==> src/rtl/fact_accel_param.sv <==
// rtl/fact_accel_param.sv - iterative n! accelerator, one multiply per clock, overflow reported on err
module fact_accel_param #(
  parameter int N_WIDTH = 4,
  parameter int P_WIDTH = 32
) (
  input  logic               clk,
  input  logic               rst,
  input  logic               go,
  input  logic               abort,
  input  logic [N_WIDTH-1:0] n,
  output logic               busy,
  output logic               done,
  output logic               err,
  output logic [P_WIDTH-1:0] result
);

  typedef enum logic [1:0] {IDLE, MULT, DONE, ERR} state_t;

  state_t                      state, state_nx;
  logic [N_WIDTH-1:0]          cnt, cnt_nx;
  logic [P_WIDTH-1:0]          result_nx;
  logic [P_WIDTH+N_WIDTH-1:0]  prod;
  logic                        ovf;

  // Full-width product so overflow is visible in the bits above P_WIDTH
  assign prod = {{N_WIDTH{1'b0}}, result} * {{P_WIDTH{1'b0}}, cnt};
  assign ovf  = |prod[P_WIDTH+N_WIDTH-1:P_WIDTH];

  always_comb begin
    state_nx  = state;
    cnt_nx    = cnt;
    result_nx = result;
    if (abort) begin
      state_nx  = IDLE;
      cnt_nx    = '0;
      result_nx = '0;
    end else begin
      case (state)
        IDLE, DONE, ERR: begin
          if (go) begin
            state_nx  = MULT;
            cnt_nx    = n;
            result_nx = P_WIDTH'(1);
          end
        end
        MULT: begin
          if (cnt <= N_WIDTH'(1)) begin
            state_nx = DONE;
          end else if (ovf) begin
            state_nx = ERR;
          end else begin
            result_nx = prod[P_WIDTH-1:0];
            cnt_nx    = cnt - N_WIDTH'(1);
          end
        end
        default: state_nx = IDLE;
      endcase
    end
  end

  // Status flags are flops fed from the next-state decode, so they change only on clk
  always_ff @(posedge clk or negedge rst) begin
    if (!rst) begin
      state  <= IDLE;
      cnt    <= '0;
      result <= '0;
      busy   <= 1'b0;
      done   <= 1'b0;
      err    <= 1'b0;
    end else begin
      state  <= state_nx;
      cnt    <= cnt_nx;
      result <= result_nx;
      busy   <= (state_nx == MULT);
      done   <= (state_nx == DONE);
      err    <= (state_nx == ERR);
    end
  end

endmodule

==> config.mk <==
export PLATFORM = sky130hd
export DESIGN_NAME = fact_accel_param
export DESIGN_NICKNAME = d
export VERILOG_FILES = /design/src/rtl/fact_accel_param.sv
export SDC_FILE = /design/constraint.sdc
export NUM_CORES = 1
export LEC_CHECK = 0
export BUFFER_PORTS_ARGS = -buffer_cell sky130_fd_sc_hd__clkbuf_2
export CAP_MARGIN = 40
export CORE_UTILIZATION = 60
export CTS_BUF_LIST = sky130_fd_sc_hd__clkbuf_16
export DETAILED_ROUTE_END_ITERATION = 16
export PLACE_DENSITY = 0.85
export SETUP_SLACK_MARGIN = 0.5
export SLEW_MARGIN = 25
export SYNTH_ARGS = -nofsm -noshare
export SYNTH_HDL_FRONTEND = slang
export SYNTH_SLANG_ARGS = --single-unit
==> constraint.sdc <==
create_clock -name clk -period 7.6 [get_ports clk]
set_input_delay 0 -clock clk [delete_from_list [all_inputs] [get_ports clk]]
set_output_delay 0 -clock clk [all_outputs]
set_load 0.05 [all_outputs]
==> metrics.txt, run 1 <==
Area growth, synth to finish=7.805%; max-cap violations=0; clock root cell=clkbuf_16; TritonRoute pass-1 iters=5; status=finished, final reports clean; post-DP HPWL=between 10 and 15 mm; layout cells sized above 1=8.440%; Placed Area=about 6400 sq um; warnings from Yosys=0; clk sinks=41; EDFF count, synth=0; io pins=43; unrepaired setup endpoints after global routing=false; fillcell total=840; minimum clock period=~5.4 ns; # nets final=891; Syn Nets=873; Syn Inst Count=approximately 760; H-Tree Depth=2; drt wl/cell=15.35 microns; Main synth FF type=dfrtp_1; Congestion Overflow GR=0; initial antenna violation count=0; critical path fanouts, max=44; Hold WS=0.04878 ns; Design Area, Final=6533 sq um; Synth async-reset ratio=100.0%; Adder-Cell Fraction of Synth Area=28.49%; Pleak=3.235 nW; TritonCTS clock tree=yes; post-synth design cell area=6060 sq um; main combinational cell family by area after synthesis=adder cells; num rows=36; Switching Fraction=35.86%; Reg clk slew, reported paths=roughly 0.070 ns; vias in the first global route=5,327; reg-to-reg startpoint=cnt[1]; largest net degree at the start of global routing=45; synthesized flop and latch total=between 40 and 50; Multi-input gate area=4394 sq um; Worst Setup SP=cnt[1]; PwrDens=91.99 nW/um^2; Clock Path Buffers=2; Total Routing Usage GR=28.67%; Synth cell types=54; ratio of final minimum period to clock period=71.12%; Compound-Gate Fraction of Synth Area=17.06%; # placed instances=905; worst slew pin tran=0.6620 ns; DRC viols=0; Die ar.=10,510 sq um; Psw=0.0002155 W; Vert. Die Dim=102.5 microns; Hold Path Class=input pin to flop; maximum vdd ir drop=0.1211 mV; Max Clock Skew=0.008096 ns; Starting DRT DRC Count=between 200 and 300; ANT nets after route=0; diode count=0; via count=5,352; CP required=7.77 ns; gp weighted congestion=0.8981; Fin. Hold Viols=0; routed vias/inst=approximately 6; Seq/Total Area, Yosys=16.93%; I/O Buffers=42; Avg Cell Area, Syn=~8 sq um; Sequential Power Share=42.1%; Final Max Tran Viols=0; Finished Layout Cells=915; storage element area=1026 sq um; Pint=0.0003855 W; Worst setup EP type=flop; clk_lat worst skew=0.29 ns; post_cts resized=0; initial core utilization=61.99%; FMAX=185.0 MHz; Rel. slew slack=55.87%; clock group share of total power=35.6%; mux cell area share after synthesis=0.1652%; TNS Setup=0 ns; setup violators final=0; kind of critical path=flop to flop; Die Span X=102.5 microns; worst path arrival time=5.58 ns; post-synthesis simple-gate area fraction=22.69%; Worst setup SP type=flop; Comb pwr share=22.3%; first-pass GRT wire length=between 20 and 25 mm; hold path startpoint=go; Core ar.=9774 sq um; CTS Buf Count=5; Synth Area in XOR/XNOR=3.903%; Routed WL=14.04 mm
power by group through the flow:
stage	clock [W]	combinational [W]	sequential, W
after floorplan	0	0.0000952	0.000243
after global placement	0	0.000104	0.000267
after detailed placement	0	0.000133	0.000257
after CTS	0.000213	0.000133	0.000253
after global routing	0.000219	0.000148	0.000256
final	0.000214	0.000134	0.000253
synth_stat cells, types with 2 or more instances:
| master | number | area share [%] |
|---|---|---|
| inv_1 | 127 | 7.9 |
| and2_1 | 90 | 9.3 |
| nand2_1 | 70 | 4.3 |
| fa_1 | 60 | 20 |
| a21oi_1 | 47 | 3.9 |
| ha_1 | 42 | 8.7 |
| dfrtp_1 | 41 | 17 |
| nand3_1 | 39 | 3.2 |
| nor2_1 | 31 | 1.9 |
| clkbuf_1 | 28 | 1.7 |
| o21ai_0 | 27 | 2.2 |
| o31ai_1 | 26 | 3.2 |
| xor2_1 | 14 | 2.0 |
| xnor2_1 | 13 | 1.9 |
| buf_2 | 11 | 0.91 |
| nand4_1 | 10 | 1.0 |
| nor3_1 | 8 | 0.66 |
| a21o_1 | 7 | 0.87 |
| a31oi_1 | 7 | 0.72 |
| o21bai_1 | 7 | 0.87 |
| o21a_1 | 6 | 0.74 |
| a22o_1 | 4 | 0.58 |
| o211ai_1 | 4 | 0.50 |
| nand2b_1 | 3 | 0.31 |
| o2bb2ai_1 | 3 | 0.43 |
| a211oi_1 | 2 | 0.25 |
| a221o_1 | 2 | 0.33 |
| a22oi_1 | 2 | 0.25 |
| and3_1 | 2 | 0.21 |
| buf_4 | 2 | 0.25 |
| nor2b_1 | 2 | 0.21 |
| o2111a_1 | 2 | 0.37 |
| or2_2 | 2 | 0.21 |
| or3_1 | 2 | 0.21 |
path summary, 6_finish.rpt:
kind	endpoint	slack, ns	cells past startpoint
max in group asynchronous	result[11]	6.92	3
min in group asynchronous	result[23]	0.18	2
hold reg to reg	result[1]	0.61	2
setup reg to reg	cnt[3]	2.19	16
setup / recovery	cnt[3]	2.19	16
hold / removal	result[0]	0.05	3
registers in the layout, indices dropped and copies added (netlist names):
register / cells
busy: 1
cnt: 4
done: 1
err: 1
result: 32
state: 2
stage by stage:
step                util (%)  total power [W]  setup WS (ns)
global placement       64.49        0.0003716          2.174
global route           66.83        0.0006227          1.903
detailed placement     65.16        0.0003893          2.220
finish                 66.83        0.0006010          2.195
floorplan                  -        0.0003386          3.086
CTS                    66.83        0.0005987          2.210
placed cells by master (no fill, tap or decap), types with 2 or more instances in the layout:
| cell | instances |
|---|---|
| clkbuf_16 | 5 |
| o21a_1 | 6 |
| fa_1 | 60 |
| a211oi_1 | 2 |
| o211ai_1 | 4 |
| and2_1 | 90 |
| clkinvlp_4 | 2 |
| xor2_1 | 14 |
| o21bai_1 | 7 |
| ha_1 | 42 |
| clkbuf_2 | 42 |
| buf_4 | 4 |
| nand3_1 | 39 |
| dlygate4sd3_1 | 2 |
| a221o_1 | 2 |
| dfrtp_1 | 41 |
| a21o_1 | 7 |
| nor2_1 | 31 |
| nand4_1 | 10 |
| inv_1 | 128 |
| nor3_1 | 8 |
| a22o_1 | 4 |
| or3_1 | 2 |
| buf_8 | 3 |
| nand2b_1 | 3 |
| a22oi_1 | 2 |
| o2bb2ai_1 | 3 |
| a21oi_2 | 2 |
| or2_2 | 2 |
| o2111a_1 | 2 |
| a31oi_1 | 7 |
| a21oi_1 | 46 |
| o21ai_0 | 27 |
| nand2_1 | 70 |
| xnor2_1 | 13 |
| nor2b_1 | 2 |
| o31ai_1 | 26 |
| and3_1 | 2 |
routing by layer:
metal,vias up,track usage [%],part of all wire (%)
met5,-,0,0
met4,0,8.022,1.3
met3,22,2.373,5.8
met2,193,49.18,49
met1,2589,39.11,44
li1,2548,-,-
cells by family after synthesis:
logic type | count (synthesis)
adders and majority gates | 102
xor gates and xnor gates | 27
buffers and inverters | 168
AOI/OAI and AO/OA | 158
muxes | 1
DFF | 41
and+or+nand+nor | 266
critical path, stage by stage, from the launching register on:
cell       delay [ns]
dfrtp_1          0.74
buf_8            0.24
nand2_1          0.09
fa_1             0.49
inv_1            0.06
fa_1             0.54
fa_1             0.51
a211oi_1         0.30
o211ai_1         0.21
a22o_1           0.31
a22oi_1          0.22
mux2i_1          0.12
nor4b_2          0.40
o211ai_4         0.30
buf_4            0.36
o2bb2ai_1        0.18
a22o_1           0.19
timing repair:
action | 4_1_cts | 5_1_grt
hold buffers | 2 | 0
hold endpoints to repair | 32 | 0
buffers inserted | 0 | 0
final cells by class:
type / instances / share of cell area (%)
Clock inverter: 3 / 0.2873
Sequential cell: 41 / 15.71
Multi-Input combinational cell: 554 / 67.27
Tap cell: 133 / 2.547
Inverter: 127 / 7.297
Timing Repair Buffer: 52 / 4.980
Clock buffer: 5 / 1.915
(Power assumes the default switching activity.)
==> run 2, diff against run 1 <==
CORE_UTILIZATION = 57   (was 60)
clock period = 4.3 ns   (was 7.6 ns; I/O delays follow)
==> run 2 against run 1 <==
Against the previous run: the flow now finishes with violations (negative setup slack); worst hold slack got worse by 0.0096 ns; first-iteration DRC count is 70% higher; sequential share of layout area is 2.0 points lower; combinational power grew to 3.3 times the previous value; largest power group is now combinational cells; highest routed layer unchanged.
==> metrics.txt, run 2 (same netlist as run 1, synthesis figures left out) <==
r2r endpoint=cnt[0] (was cnt[3]); Most flops, register=result (unchanged); status=finished, violations left (was finished, final reports clean); Die Span X=105.1 microns (was 102.5 microns); drt wl/cell=19.04 microns (was 15.35 microns); Fin. Hold Viols=0 (unchanged); via count=6,085 (was 5,352); io pins=43 (unchanged); reg-to-reg startpoint=cnt[3] (was cnt[1]); diode count=0 (unchanged); Worst setup SP type=flop (unchanged); flop-to-flop setup slack=-0.27 ns (was 2.19 ns); Reg clk slew, reported paths=0.07 ns (about the same); ratio of final minimum period to clock period=106.3% (was 71.12%); kind of critical path=flop to flop (unchanged); Vert. Die Dim=105.1 microns (was 102.5 microns); Max Clock Skew=0.008248 ns (was 0.008096 ns); Placed Area=7030 sq um (was 6369 sq um); Total Routing Usage GR=32.72% (was 28.67%); initial antenna violation count=0 (unchanged); Hold Path Class=input pin to flop (unchanged); hold path startpoint=go (unchanged); Hold Path End=result[0] (unchanged); Starting DRT DRC Count=485 (was 286); commonest cells after routing, fill and taps aside=inv_1 (126), and2_1 (84), buf_4 (69) (was inv_1 (128), and2_1 (90), nand2_1 (70)); Die ar.=11,050 sq um (was 10,510 sq um); post-DP HPWL=12.74 mm (was 11.08 mm); clock root cell=clkbuf_16 (unchanged); H-Tree Depth=2 (unchanged); TNS Setup=-7.517 ns (was 0 ns); unrepaired setup endpoints after global routing=true (was false); TritonCTS clock tree=yes (unchanged); Finished Layout Cells=992 (was 915); Pleak=3.641 nW (was 3.235 nW); PwrDens=160.7 nW/um^2 (was 91.99 nW/um^2); largest net degree at the start of global routing=42 (was 45); Top Registers=result x32, cnt x4, state x2 (unchanged); worst slew pin tran=0.7675 ns (was 0.6620 ns); setup violators final=40 (was 0); critical path fanouts, max=13 (was 44); Routed WL=18.88 mm (was 14.04 mm); failing checks=negative setup slack; ANT nets after route=0 (unchanged); Rel. slew slack=48.72% (was 55.87%); gp weighted congestion=0.9716 (was 0.8981); I/O Buffers=42 (unchanged); most common cell after layout, fill and taps aside=inv_1 (unchanged); first-pass GRT wire length=28.86 mm (was 24.18 mm); minimum clock period=4.569 ns (was 5.405 ns); Congestion Overflow GR=0 (unchanged); routed vias/inst=6.134 (was 5.849); Largest register FFs=32 (unchanged); DRC viols=0 (unchanged); # placed instances=970 (was 905); layout cells sized above 1=28.86% (was 8.440%); maximum vdd ir drop=0.2066 mV (was 0.1211 mV); Area growth, synth to finish=27.88% (was 7.805%); Final WS setup=-0.2691 ns (was 2.195 ns); Design Area, Final=7749 sq um (was 6533 sq um); clk_lat worst skew=0.29 ns (about the same); clk sinks=41 (unchanged); CP required=4.47 ns (was 7.77 ns); Final Max Tran Viols=0 (unchanged); R2R depth=18 (was 16); FMAX=218.9 MHz (was 185.0 MHz); Worst setup EP type=flop (unchanged); # nets final=965 (was 891); num rows=37 (was 36); vias in the first global route=6,246 (was 5,327); CTS Buf Count=5 (unchanged); Clock Path Buffers=2 (unchanged); worst path arrival time=4.74 ns (was 5.58 ns); Hold Crit Depth=3 (unchanged); initial core utilization=58.70% (was 61.99%); TritonRoute pass-1 iters=5 (unchanged); max-cap violations=0 (unchanged); Core ar.=10,320 sq um (was 9774 sq um)
run 2: changes by cell type in the layout (fill, tap and decap cells not counted), moves of 13 or more:
cell	change
o31ai_1	-21
buf_4	+65
dfrtp_1	-26
ha_1	-14
o31ai_2	+16
ha_4	+13
dfrtp_2	+26
run 2: power breakdown:
part | leakage, nW | switching [W] | internal (W)
logic | 3.04 | 0.000284 | 0.000156
registers | 0.523 | 0.0000144 | 0.000400
clock network | 0.0748 | 0.000179 | 0.000212
run 2: how the worst max path moves through the flow:
| stage | start | to | slack [ns] | depth (start not counted) |
|---|---|---|---|---|
| finish | cnt[3] | cnt[0] | -0.27 | 18 |
| global route | cnt[3] | cnt[0] | -0.39 | 19 |
| CTS | cnt[3] | result[8] | -0.07 | 19 |
| detailed placement | cnt[3] | result[29] | -0.18 | 18 |
| global placement | cnt[3] | cnt[3] | -0.02 | 16 |
| floorplan | result[21] | result[28] | 0.11 | 18 |
run 2: area by class of cell:
cell class | count | area, sq um
clock buffers | 5 | 125.1
clock inverters | 3 | 13.76
fillers | 676 | 2575
inverters | 127 | 476.7
multi-input cells | 554 | 4936
flip-flops and latches | 41 | 1059
well taps | 136 | 170.2
repair buffers | 126 | 968.4
run 2: worst max-delay path, stage by stage (launching register included):
cell and delay (ns):
dfrtp_2 0.45, buf_12 0.16, and2_1 0.16, fa_1 0.56
inv_1 0.07, fa_1 0.50, inv_1 0.05, ha_1 0.33
nand2_2 0.10, or4_4 0.56, nor4_4 0.30, o31ai_2 0.11
nand4_1 0.10, nor4b_4 0.24, o211ai_4 0.16, buf_4 0.18
buf_4 0.14, a32oi_2 0.18, o2bb2ai_1 0.11
run 2: through the flow:
step | hold slack, ns | setup WS, ns | power (W) | util, %
after floorplan | -0.2956 | 0.1073 | 0.0006267 | -
after global placement | 0.2462 | -0.01820 | 0.0007406 | 68.08
after detailed placement | 0.08182 | -0.1771 | 0.0007605 | 68.10
after CTS | 0.03998 | -0.07223 | 0.001182 | 71.74
after global routing | 0.08889 | -0.3937 | 0.001271 | 75.06
final | 0.03919 | -0.2691 | 0.001245 | 75.06
run 2: per-layer routing:
layer | share of wire (%) | vias up | track usage (%)
li1 | - | 2678 | -
met1 | 38 | 2955 | 40.00
met2 | 50 | 358 | 57.28
met3 | 8.4 | 94 | 5.303
met4 | 3.9 | 0 | 13.48
met5 | 0 | - | 0
run 2: repair_timing:
item | CTS | global route
hold endpoints to repair | 42 | 0
endpoints found under the setup margin | 40 | 40
pin swaps | 7 | 9
gates cloned | 1 | 2
hold buffers | 2 | 0
setup buffers | 7 | 2
gates resized for setup | 24 | 54
